## src/rtl/scan_chain_ctrl.sv

```systemverilog
// Scan chain controller: loads a parallel word into a serial chain of fd4e-style cells,
// optionally capturing functional data first, and returns the previous chain contents.
module scan_chain_ctrl #(
    parameter int unsigned CHAIN_LEN = 16,
    parameter int unsigned PULSE_GAP = 1
) (
    input  logic                 sys_clk,
    input  logic                 sys_rst,
    input  logic                 start,
    input  logic                 cap_en,
    input  logic [CHAIN_LEN-1:0] load_data,
    input  logic                 chain_clear,
    output logic                 busy,
    output logic                 done,
    output logic [CHAIN_LEN-1:0] unload_data,
    output logic                 scan_cp,
    output logic                 scan_te,
    output logic                 scan_ti,
    output logic                 scan_sdn,
    input  logic                 scan_so
);

    localparam int unsigned PCW = $clog2(CHAIN_LEN + 1);
    localparam int unsigned GCW = $clog2(PULSE_GAP + 1);
    localparam logic [PCW-1:0] LastPulse = PCW'(CHAIN_LEN - 1);
    localparam logic [GCW-1:0] LastGap   = GCW'(PULSE_GAP - 1);

    typedef enum logic [2:0] {
        StIdle, StClear, StCapture, StCapGap, StSetup, StShift, StGap, StDone
    } state_e;

    state_e               state_q, state_d;
    logic [CHAIN_LEN-1:0] sr_q, sr_d;
    logic [CHAIN_LEN-1:0] unload_q, unload_d;
    logic [PCW-1:0]       pulse_cnt_q, pulse_cnt_d;
    logic [GCW-1:0]       gap_cnt_q, gap_cnt_d;
    logic                 cp_q, cp_d;
    logic                 te_q, te_d;
    logic                 sdn_q, sdn_d;
    logic                 done_q, done_d;
    logic [CHAIN_LEN-1:0] shifted;

    // scan_so is the pre-shift value of the last cell, sampled on the pulse edge.
    assign shifted     = {sr_q[CHAIN_LEN-2:0], scan_so};
    assign scan_ti     = sr_q[CHAIN_LEN-1];
    assign busy        = (state_q != StIdle);
    assign done        = done_q;
    assign unload_data = unload_q;
    assign scan_cp     = cp_q;
    assign scan_te     = te_q;
    assign scan_sdn    = sdn_q;

    // Next-state, datapath and next-cycle chain controls (decoded from state_d so they register).
    always_comb begin
        state_d     = state_q;
        sr_d        = sr_q;
        unload_d    = unload_q;
        pulse_cnt_d = pulse_cnt_q;
        gap_cnt_d   = gap_cnt_q;
        unique case (state_q)
            StIdle: begin
                if (chain_clear) begin
                    state_d = StClear;
                end else if (start) begin
                    sr_d        = load_data;
                    pulse_cnt_d = '0;
                    gap_cnt_d   = '0;
                    state_d     = cap_en ? StCapture : StSetup;
                end
            end
            StClear:   state_d = StIdle;
            StCapture: begin
                gap_cnt_d = '0;
                state_d   = StCapGap;
            end
            StCapGap: begin
                if (gap_cnt_q == LastGap) state_d = StSetup;
                else                      gap_cnt_d = gap_cnt_q + 1'b1;
            end
            StSetup:   state_d = StShift;
            StShift: begin
                sr_d        = shifted;
                gap_cnt_d   = '0;
                pulse_cnt_d = pulse_cnt_q + 1'b1;
                if (pulse_cnt_q == LastPulse) begin
                    // Capture here so unload_data is already valid in the DONE cycle.
                    unload_d = shifted;
                    state_d  = StDone;
                end else begin
                    state_d = StGap;
                end
            end
            StGap: begin
                if (gap_cnt_q == LastGap) state_d = StShift;
                else                      gap_cnt_d = gap_cnt_q + 1'b1;
            end
            StDone:    state_d = StIdle;
            default:   state_d = StIdle;
        endcase

        cp_d   = (state_d == StCapture) || (state_d == StShift);
        te_d   = (state_d == StSetup) || (state_d == StShift) || (state_d == StGap);
        sdn_d  = (state_d != StClear);
        done_d = (state_d == StDone);
    end

    // State and registered outputs; reset returns the controller to idle immediately.
    always_ff @(posedge sys_clk or posedge sys_rst) begin
        if (sys_rst) begin
            state_q     <= StIdle;
            sr_q        <= '0;
            unload_q    <= '0;
            pulse_cnt_q <= '0;
            gap_cnt_q   <= '0;
            cp_q        <= 1'b0;
            te_q        <= 1'b0;
            sdn_q       <= 1'b1;
            done_q      <= 1'b0;
        end else begin
            state_q     <= state_d;
            sr_q        <= sr_d;
            unload_q    <= unload_d;
            pulse_cnt_q <= pulse_cnt_d;
            gap_cnt_q   <= gap_cnt_d;
            cp_q        <= cp_d;
            te_q        <= te_d;
            sdn_q       <= sdn_d;
            done_q      <= done_d;
        end
    end

endmodule

```

## config.mk

```make
export PLATFORM = sky130hd
export DESIGN_NAME = scan_chain_ctrl
export DESIGN_NICKNAME = d
export VERILOG_FILES = /design/src/rtl/scan_chain_ctrl.sv
export SDC_FILE = /design/constraint.sdc
export NUM_CORES = 1
export LEC_CHECK = 0
export CAP_MARGIN = 10
export CORE_AREA = 2 2 70 72
export CTS_CLUSTER_DIAMETER = 100
export CTS_CLUSTER_SIZE = 10
export DETAILED_ROUTE_END_ITERATION = 8
export DIE_AREA = 0 0 72 74
export PLACE_DENSITY = 0.71
export SYNTH_ARGS = -nofsm -noshare
export SYNTH_HDL_FRONTEND = slang
export SYNTH_SLANG_ARGS = --single-unit
```

## constraint.sdc

```tcl
create_clock -name sys_clk -period 3.2 [get_ports sys_clk]
set_input_delay 0.64 -clock sys_clk [delete_from_list [all_inputs] [get_ports sys_clk]]
set_output_delay 0.64 -clock sys_clk [all_outputs]
set_load 0.03 [all_outputs]
```

* Word-level counts from Yosys, hierarchy flattened
Index checks and enable logic that the tools add are counted.
** Cells by class
- Add/sub/neg operators :: 2
- Equal/unequal tests :: 16
- Multiplexer cells :: 17
- Reductions and logical operators :: 13
** Operators by type and width (number)
- $mux W16 :: 2
- $pmux W16 S2 :: 1
- $eq A3 B3 Y1 const B :: 8
- $pmux W3 S7 :: 1
- $mux W3 :: 5
- $mux W5 :: 2
- $pmux W5 S2 :: 1
- $eq A3 B2 Y1 const B :: 3
- $reduce_and A3 Y1 :: 2
- $reduce_bool A3 Y1 :: 2
- $reduce_or A2 Y1 :: 3
- $add A5 B1 Y5 const B :: 1
- $eq A5 B4 Y1 const B :: 1
- $mux W1 :: 4
- $ne A2 B2 Y1 const B :: 2
- $eq A3 B1 Y1 const B :: 1
- $logic_not A3 Y1 :: 1
- $logic_or A1 B1 Y1 :: 3
- $ne A3 B1 Y1 const B :: 1
- $pmux W1 S3 :: 1
- $reduce_and A2 Y1 :: 1
- $reduce_bool A2 Y1 :: 1
- $add A1 B1 Y1 const B :: 1
** Word-level totals
- Bits in registers :: 45
- Input port bits :: 22
- Output and inout port bits :: 22
- Word-level logic and storage cells :: 57

* Depth between registers and ports, before layout
Gate-level depths: netlist of the first run.
- Word-level depth :: 7
- Mapped depth :: 6
- Gate-level depth less buffers :: 6

* Least setup slack after synthesis of the first run
Ideal clock, no wire load.
- Path kind :: input to register
- From :: input chain_clear
- To :: register sr_q[0]
- Setup time :: 125 ps
- Data arrival time :: 1913 ps
- Data required time :: 3075 ps
- Slack :: 1162 ps
- Stages on the path :: 4
- Buffers on the path :: 1
- Cells stage by stage :: or4b_4 a21oi_4 buf_12 mux2_4
** Between the ends
- Longest elaborated chain between the ends :: 2
** Ends and longest elaborated chain
- start, declared :: line 12 : input logic chain_clear,
- $ne A2 B2 Y1 (no source line)
- $reduce_and A3 Y1 (no source line)
- end signal, assigned :: line 121 : sr_q <= sr_d;
- end, declared :: line 33 : logic [CHAIN_LEN-1:0] sr_q, sr_d;
No other way between the ends.
A chain may end at the register's enable or synchronous reset.

* Final worst setup path of the first run
- From :: register state_q[2]
- To :: output busy
** Between the ends
- Longest elaborated chain between the ends :: 1
** Ends and longest elaborated chain
- start, declared :: line 32 : state_e state_q, state_d;
- start signal, assigned :: line 110 : state_q <= StIdle;
- start signal, assigned :: line 120 : state_q <= state_d;
- $reduce_bool A3 Y1 :: line 46 : assign busy = (state_q != StIdle);
- end, declared :: line 13 : output logic busy,
No other way between the ends.

==> qor.csv, run 1 <==
metric;value;unit
setup_tns;0;ns
power;2.701;mW
power_density;1039;mW/mm^2
ir_drop;0.5465;mV
setup-violations-final;0;
synthFlopType;dfrtp_1;
async_flop_share;100.0;%
antenna_left;0;
stdcell_area;0.002600;sq mm
netlist_instances;147;
yosysUniqueCellTypes;29;
grt_pass1_wl;6.755;mm
n_fill_cell;370;
antenna_cells;0;
yosys.area.top_type;dfrtp_1;
vias;1308;
grt_pass1_vias;1365;
rr_startpoint;state_q[2]$_DFF_PP0_;
min_period;2.510;ns
syn_area;0.002011;sq mm
placed_area;0.002479;sq mm
clkTransAtPathRegs;0.08;ns
worstHoldStart;unload_data[6]$_DFFE_PP0P_;
cts.path.max_buffers;2;
drt-vias-per-instance;5.296;
slew_violations;0;
period_share;78.45;%
cts_resized;0;
drive_above_1_share;32.12;%
multiInputGateArea;837.1;sq um
post-cts-setup-buffers;0;
die_area;0.005328;sq mm
root_buffer;clkbuf_8;
startpoint;state_q[2]$_DFF_PP0_;
start_kind;flop;
status;finished, final reports clean;
yosysWarnings;0;
seqCellArea;0.001102;sq mm
die_h;74;microns
max_freq;0.3984;GHz
synth-seq-cells;44;
ys_seq_area_share;54.82;%
port_buffers;43;
track_usage;16.36;%
start_util;43.73;%
wl;3.999;mm
arrival;1.87;ns
chipWidth;72;microns
antenna_found_initial;0;
drc;0;
cts_hold_buf;0;
hold_viol_final;0;
synth_top_cells_by_count;dfrtp_1, mux2_2, inv_1, mux2_4;
dpl.hpwl;2.707;mm
cts_tree;yes;
syn_nets;171;
htreeDepth;2;
cp-end-kind;primary output;
cts_inserted_buffers;5;
crit_fanout;15;
rows;25;
syn_to_final_growth;29.31;%
numClockSinks;44;
hold_path.class;flop to flop;
grt_max_degree;45;
core;0.004598;sq mm
wl_per_cell;16.19;microns
power.leakage;1.135;nW
worstPathRequired;2.56;ns
synth_edf_count;0;
drtIter0Drc;45;
drt-pass1-iter-count;4;
fin_skew;0.008703;ns
avgSynthCellArea;13.68;sq um
slew_headroom;51.33;%
nets;216;
path_class;flop to primary output;
synth_top_area_share;53.52;%
max_cap_violations;0;
clock_latency;0.29;ns
rsz0062_at_grt;no;
synth_most_common_cell;dfrtp_1;
yosys-top-cells-area;dfrtp_1, mux2_2, mux2_4, dfstp_2, inv_1;
max_slew.worst_pin.slew;0.7283;ns
grt-ovfl-total;0;
pin_count;44;
gp_congestion;0.7846;
==> final cells by class <==
cell class	instances	area share [%]
multi-input cells	89	32.19
clock inverters	2	1.492
flip-flops and latches	44	42.40
inverters	7	1.011
well taps	54	2.599
clock buffers	6	3.176
repair buffers	45	17.13
==> metal layers <==
| layer | share of wire (%) | GRT usage, % |
|---|---|---|
| met1 | 45 | 22.47 |
| met2 | 50 | 26.34 |
| met3 | 3.4 | 3.523 |
| met4 | 1.3 | 5.031 |
| met5 | 0 | 0 |
==> worst max-delay path, cell delays in order, from the launching register on <==
cell and delay [ns]:
dfrtp_1 0.55, nor3_1 0.34, inv_1 0.09, clkdlybuf4s50_1 0.60
==> sequential cells by signal, summed over array words and instances (netlist names) <==
| register | count |
|---|---|
| done | 1 |
| scan_cp | 1 |
| sr_q | 16 |
| state_q | 3 |
| scan_te | 1 |
| pulse_cnt_q | 5 |
| unload_data | 16 |
| scan_sdn | 1 |
==> cells in the final DEF (no fill, tap or decap), types with 2 or more instances in the layout <==
cell type | Yosys | layout
dfrtp_1 | 43 | 43
clkdlybuf4s50_1 | 0 | 43
mux2_2 | 42 | 42
mux2_4 | 7 | 7
inv_1 | 7 | 6
clkbuf_8 | 0 | 6
nand2_1 | 5 | 5
nor2_1 | 5 | 5
a21oi_1 | 5 | 5
o21ai_0 | 5 | 5
nand4_1 | 2 | 2
nor2b_1 | 2 | 2
ha_1 | 2 | 2
buf_4 | 0 | 2
==> metrics by stage <==
step / hold WS, ns / setup WS [ns] / instances / utilization (%)
2_1_floorplan: 0.4669 / 1.162 / 147 / -
3_3_place_gp: 0.4888 / 0.6106 / 239 / 53.90
3_5_place_dp: 0.4943 / 0.5605 / 239 / 53.90
4_1_cts: 0.5139 / 0.7126 / 247 / 56.54
5_1_grt: 0.5400 / 0.5992 / 247 / 56.54
6_report: 0.5098 / 0.6897 / 247 / 56.54
==> worst paths after layout <==
check	end	slack [ns]	cells after the start
max in group asynchronous	scan_sdn$_DFF_PP1_	2.02	3
worst min-delay path	unload_data[6]$_DFFE_PP0P_	0.51	1
worst max-delay path	busy	0.69	3
worst max register to register	unload_data[14]$_DFFE_PP0P_	0.96	3
min in group asynchronous	unload_data[3]$_DFFE_PP0P_	0.79	3
worst min register to register	unload_data[6]$_DFFE_PP0P_	0.51	1
==> cells by family after synthesis <==
family	after synthesis	share of synthesized area, %
muxes	50	29.25
DFF	44	54.82
and+or+nand+nor	21	5.974
AOI/OAI and AO/OA	16	5.165
buffers and inverters	14	3.547
adders and majority gates	2	1.244
==> report_power, final <==
group	internal, mW	leakage (nW)	switching [mW]
combinational	0.664	0.533	0.563
clock	0.255	0.0614	0.191
sequential	0.808	0.541	0.219
total	1.73	1.14	0.973
Power figures use the tool's default switching activity.
==> run 2, diff against run 1 <==
Settings changed: PLACE_DENSITY 0.71 to 0.74.
Clock period 3.2 ns to 2.15 ns, I/O delays scaled along.
==> run 2 against run 1 <==
Compared with the run above: non-clock buffer count increased by 6; count of clock-buffer cells in the layout decreased by 1; global-route usage increased by 0.12 points; wire length decreased by 2.9%; combinational power increased by 59%; register-to-register slack got worse by 0.76 ns; clock skew about the same; via count decreased by 1.2%; first-iteration DRC count increased by 11%; final cell count increased by 2.4%.
==> qor.csv, run 2 (synthesis results as in run 1) <==
metric;value;unit;change
wl_met3;131;microns;-2.2%
grt_max_degree;45;;unchanged
clkTransAtPathRegs;0.09;ns;about the same
rsz0062_at_grt;no;;
vias;1292;;-1.2%
pin_count;44;;unchanged
max_freq;0.5049;GHz;
rows;25;;unchanged
drtIter0Drc;50;;+11%
cpMaxStageDelayCell;clkdlybuf4s50_1;;
drc;0;;unchanged
worstPathRequired;2.33;ns;-0.23 ns
numClockSinks;44;;unchanged
start_kind;input port;;
post-cts-setup-buffers;0;;unchanged
final_cell_mix;dfrtp_1, mux2_2, clkdlybuf4s50_1;;
root_buffer;clkbuf_8;;
die_area;0.005328;sq mm;unchanged
whs;0.5013;ns;-0.008548 ns
setup-violations-final;0;;unchanged
arrival;2.16;ns;+0.29 ns
grt_pass1_wl;6.534;mm;-3.3%
track_usage;16.47;%;+0.12 points
grt-ovfl-total;0;;unchanged
crit_fanout;19;;+4
path_class;input port to flop;;
drt-pass1-iter-count;4;;unchanged
min_period;1.980;ns;
hold_viol_final;0;;unchanged
nets;222;;+2.8%
n_fill_cell;385;;+4.1%
wl_met1;1.766;mm;-2.6%
cts_tree;yes;;
antenna_found_initial;0;;unchanged
path_buf_inv;2;;unchanged
hold_path.class;flop to flop;;
clock_latency;0.30;ns;about the same
chipWidth;72;microns;unchanged
grt_pass1_vias;1360;;-0.37%
ir_drop;0.6770;mV;+24%
fin_skew;0.008709;ns;+0.000006330 ns
top_layer_used;met4;;
die_h;74;microns;unchanged
antenna_left;0;;unchanged
wl_met2;1.904;mm;-4.7%
wl;3.884;mm;-2.9%
slew_headroom;63.44;%;+12 points
status;finished, final reports clean;;
crit_family;buffers and inverters;;
start_util;43.73;%;unchanged
gp_congestion;0.7864;;+0.23%
cp-end-kind;flop;;
max_slew.worst_pin.slew;0.5483;ns;-0.1799 ns
drt-vias-per-instance;5.107;;-3.6%
antenna_cells;0;;unchanged
port_buffers;43;;unchanged
max_cap_violations;0;;unchanged
final_common_cell;dfrtp_1;;
power.leakage;1.161;nW;+2.3%
htreeDepth;2;;unchanged
period_share;92.12;%;
path_cells;clkdlybuf4s50_1, or4b_4, a21oi_4, buf_12, mux2_2;;
cts.path.max_buffers;2;;unchanged
critPathMaxStageDelay;0.50;ns;-0.10 ns
drive_above_1_share;34.17;%;+2.0 points
wl_per_cell;15.35;microns;-5.2%
place_ws;-0.1466;ns;-0.7071 ns
cts_inserted_buffers;5;;unchanged
core;0.004598;sq mm;unchanged
dpl.hpwl;2.749;mm;+1.5%
syn_to_final_growth;31.80;%;
slew_violations;0;;unchanged
power_density;1531;mW/mm^2;+47%
setup_ws;0.1695;ns;-0.5202 ns
[run 2: changes by cell type in the layout (fill, tap and decap cells not counted), sizes merged]
cell	change
buf	+6
clkbuf	-1
clkdlybuf4s50	-1
clkinvlp	+1
dlymetal6s2s	+1
[run 2: worst paths after layout]
check | startpoint | end | slack (ns) | cells after the start
worst max-delay path | start | sr_q[4]$_DFFE_PP0P_ | 0.17 | 5
worst min-delay path | pulse_cnt_q[0]$_DFFE_PP0P_ | pulse_cnt_q[0]$_DFFE_PP0P_ | 0.50 | 1
worst max register to register | state_q[2]$_DFF_PP0_ | sr_q[4]$_DFFE_PP0P_ | 0.20 | 4
worst min register to register | pulse_cnt_q[0]$_DFFE_PP0P_ | pulse_cnt_q[0]$_DFFE_PP0P_ | 0.50 | 1
max in group asynchronous | sys_rst | scan_sdn$_DFF_PP1_ | 1.20 | 3
min in group asynchronous | sys_rst | sr_q[2]$_DFFE_PP0P_ | 0.56 | 3
[run 2: power breakdown]
part	switching (mW)	leakage (nW)	internal [mW]	total [mW]
sequential	0.272	0.541	1.20	1.48
combinational	0.892	0.566	1.06	1.96
clock	0.282	0.0541	0.344	0.626
total	1.45	1.16	2.61	4.06
[run 2: final cells by class]
| type | count | area (sq um) | share of cell area (%) |
|---|---|---|---|
| Clock buffer | 5 | 68.82 | 2.597 |
| Tap cell | 54 | 67.56 | 2.550 |
| Clock inverter | 3 | 42.54 | 1.605 |
| Multi-Input combinational cell | 89 | 837.1 | 31.59 |
| Inverter | 7 | 26.28 | 0.9915 |
| Timing Repair Buffer | 51 | 505.5 | 19.07 |
| Sequential cell | 44 | 1102 | 41.60 |
[run 2: stage by stage]
stage / power, mW / instances / TNS [ns] / cell area, sq um / util, %
2_1_floorplan: 2.829 / 147 / 0 / 2011 / -
3_3_place_gp: 3.374 / 245 / -1.136 / 2536 / 55.16
3_5_place_dp: 3.462 / 245 / -1.815 / 2536 / 55.16
4_1_cts: 4.101 / 253 / 0 / 2648 / 57.58
5_1_grt: 4.313 / 253 / 0 / 2650 / 57.63
6_report: 4.058 / 253 / 0 / 2650 / 57.63
[run 2: routing by layer]
layer,track usage [%],vias up
met1,21.50,637
met5,0,-
met4,8.805,0
li1,-,621
met3,3.388,7
met2,26.13,27
[run 2: worst register-to-register path, delay by kind of cell, from the launching register on]
| family | cells | cell delay (ns) |
|---|---|---|
| AND/OR/NAND/NOR | 1 | 0.61 |
| flip-flops | 1 | 0.49 |
| multiplexers | 1 | 0.36 |
| buffers and inverters | 1 | 0.18 |
| AO/OA/AOI/OAI | 1 | 0.19 |
[run 2: timing repair]
action,4_1_cts,5_1_grt
endpoints found under the setup margin,0,1
hold buffers,0,0
endpoints found under the hold margin,0,0
resized for setup,0,1
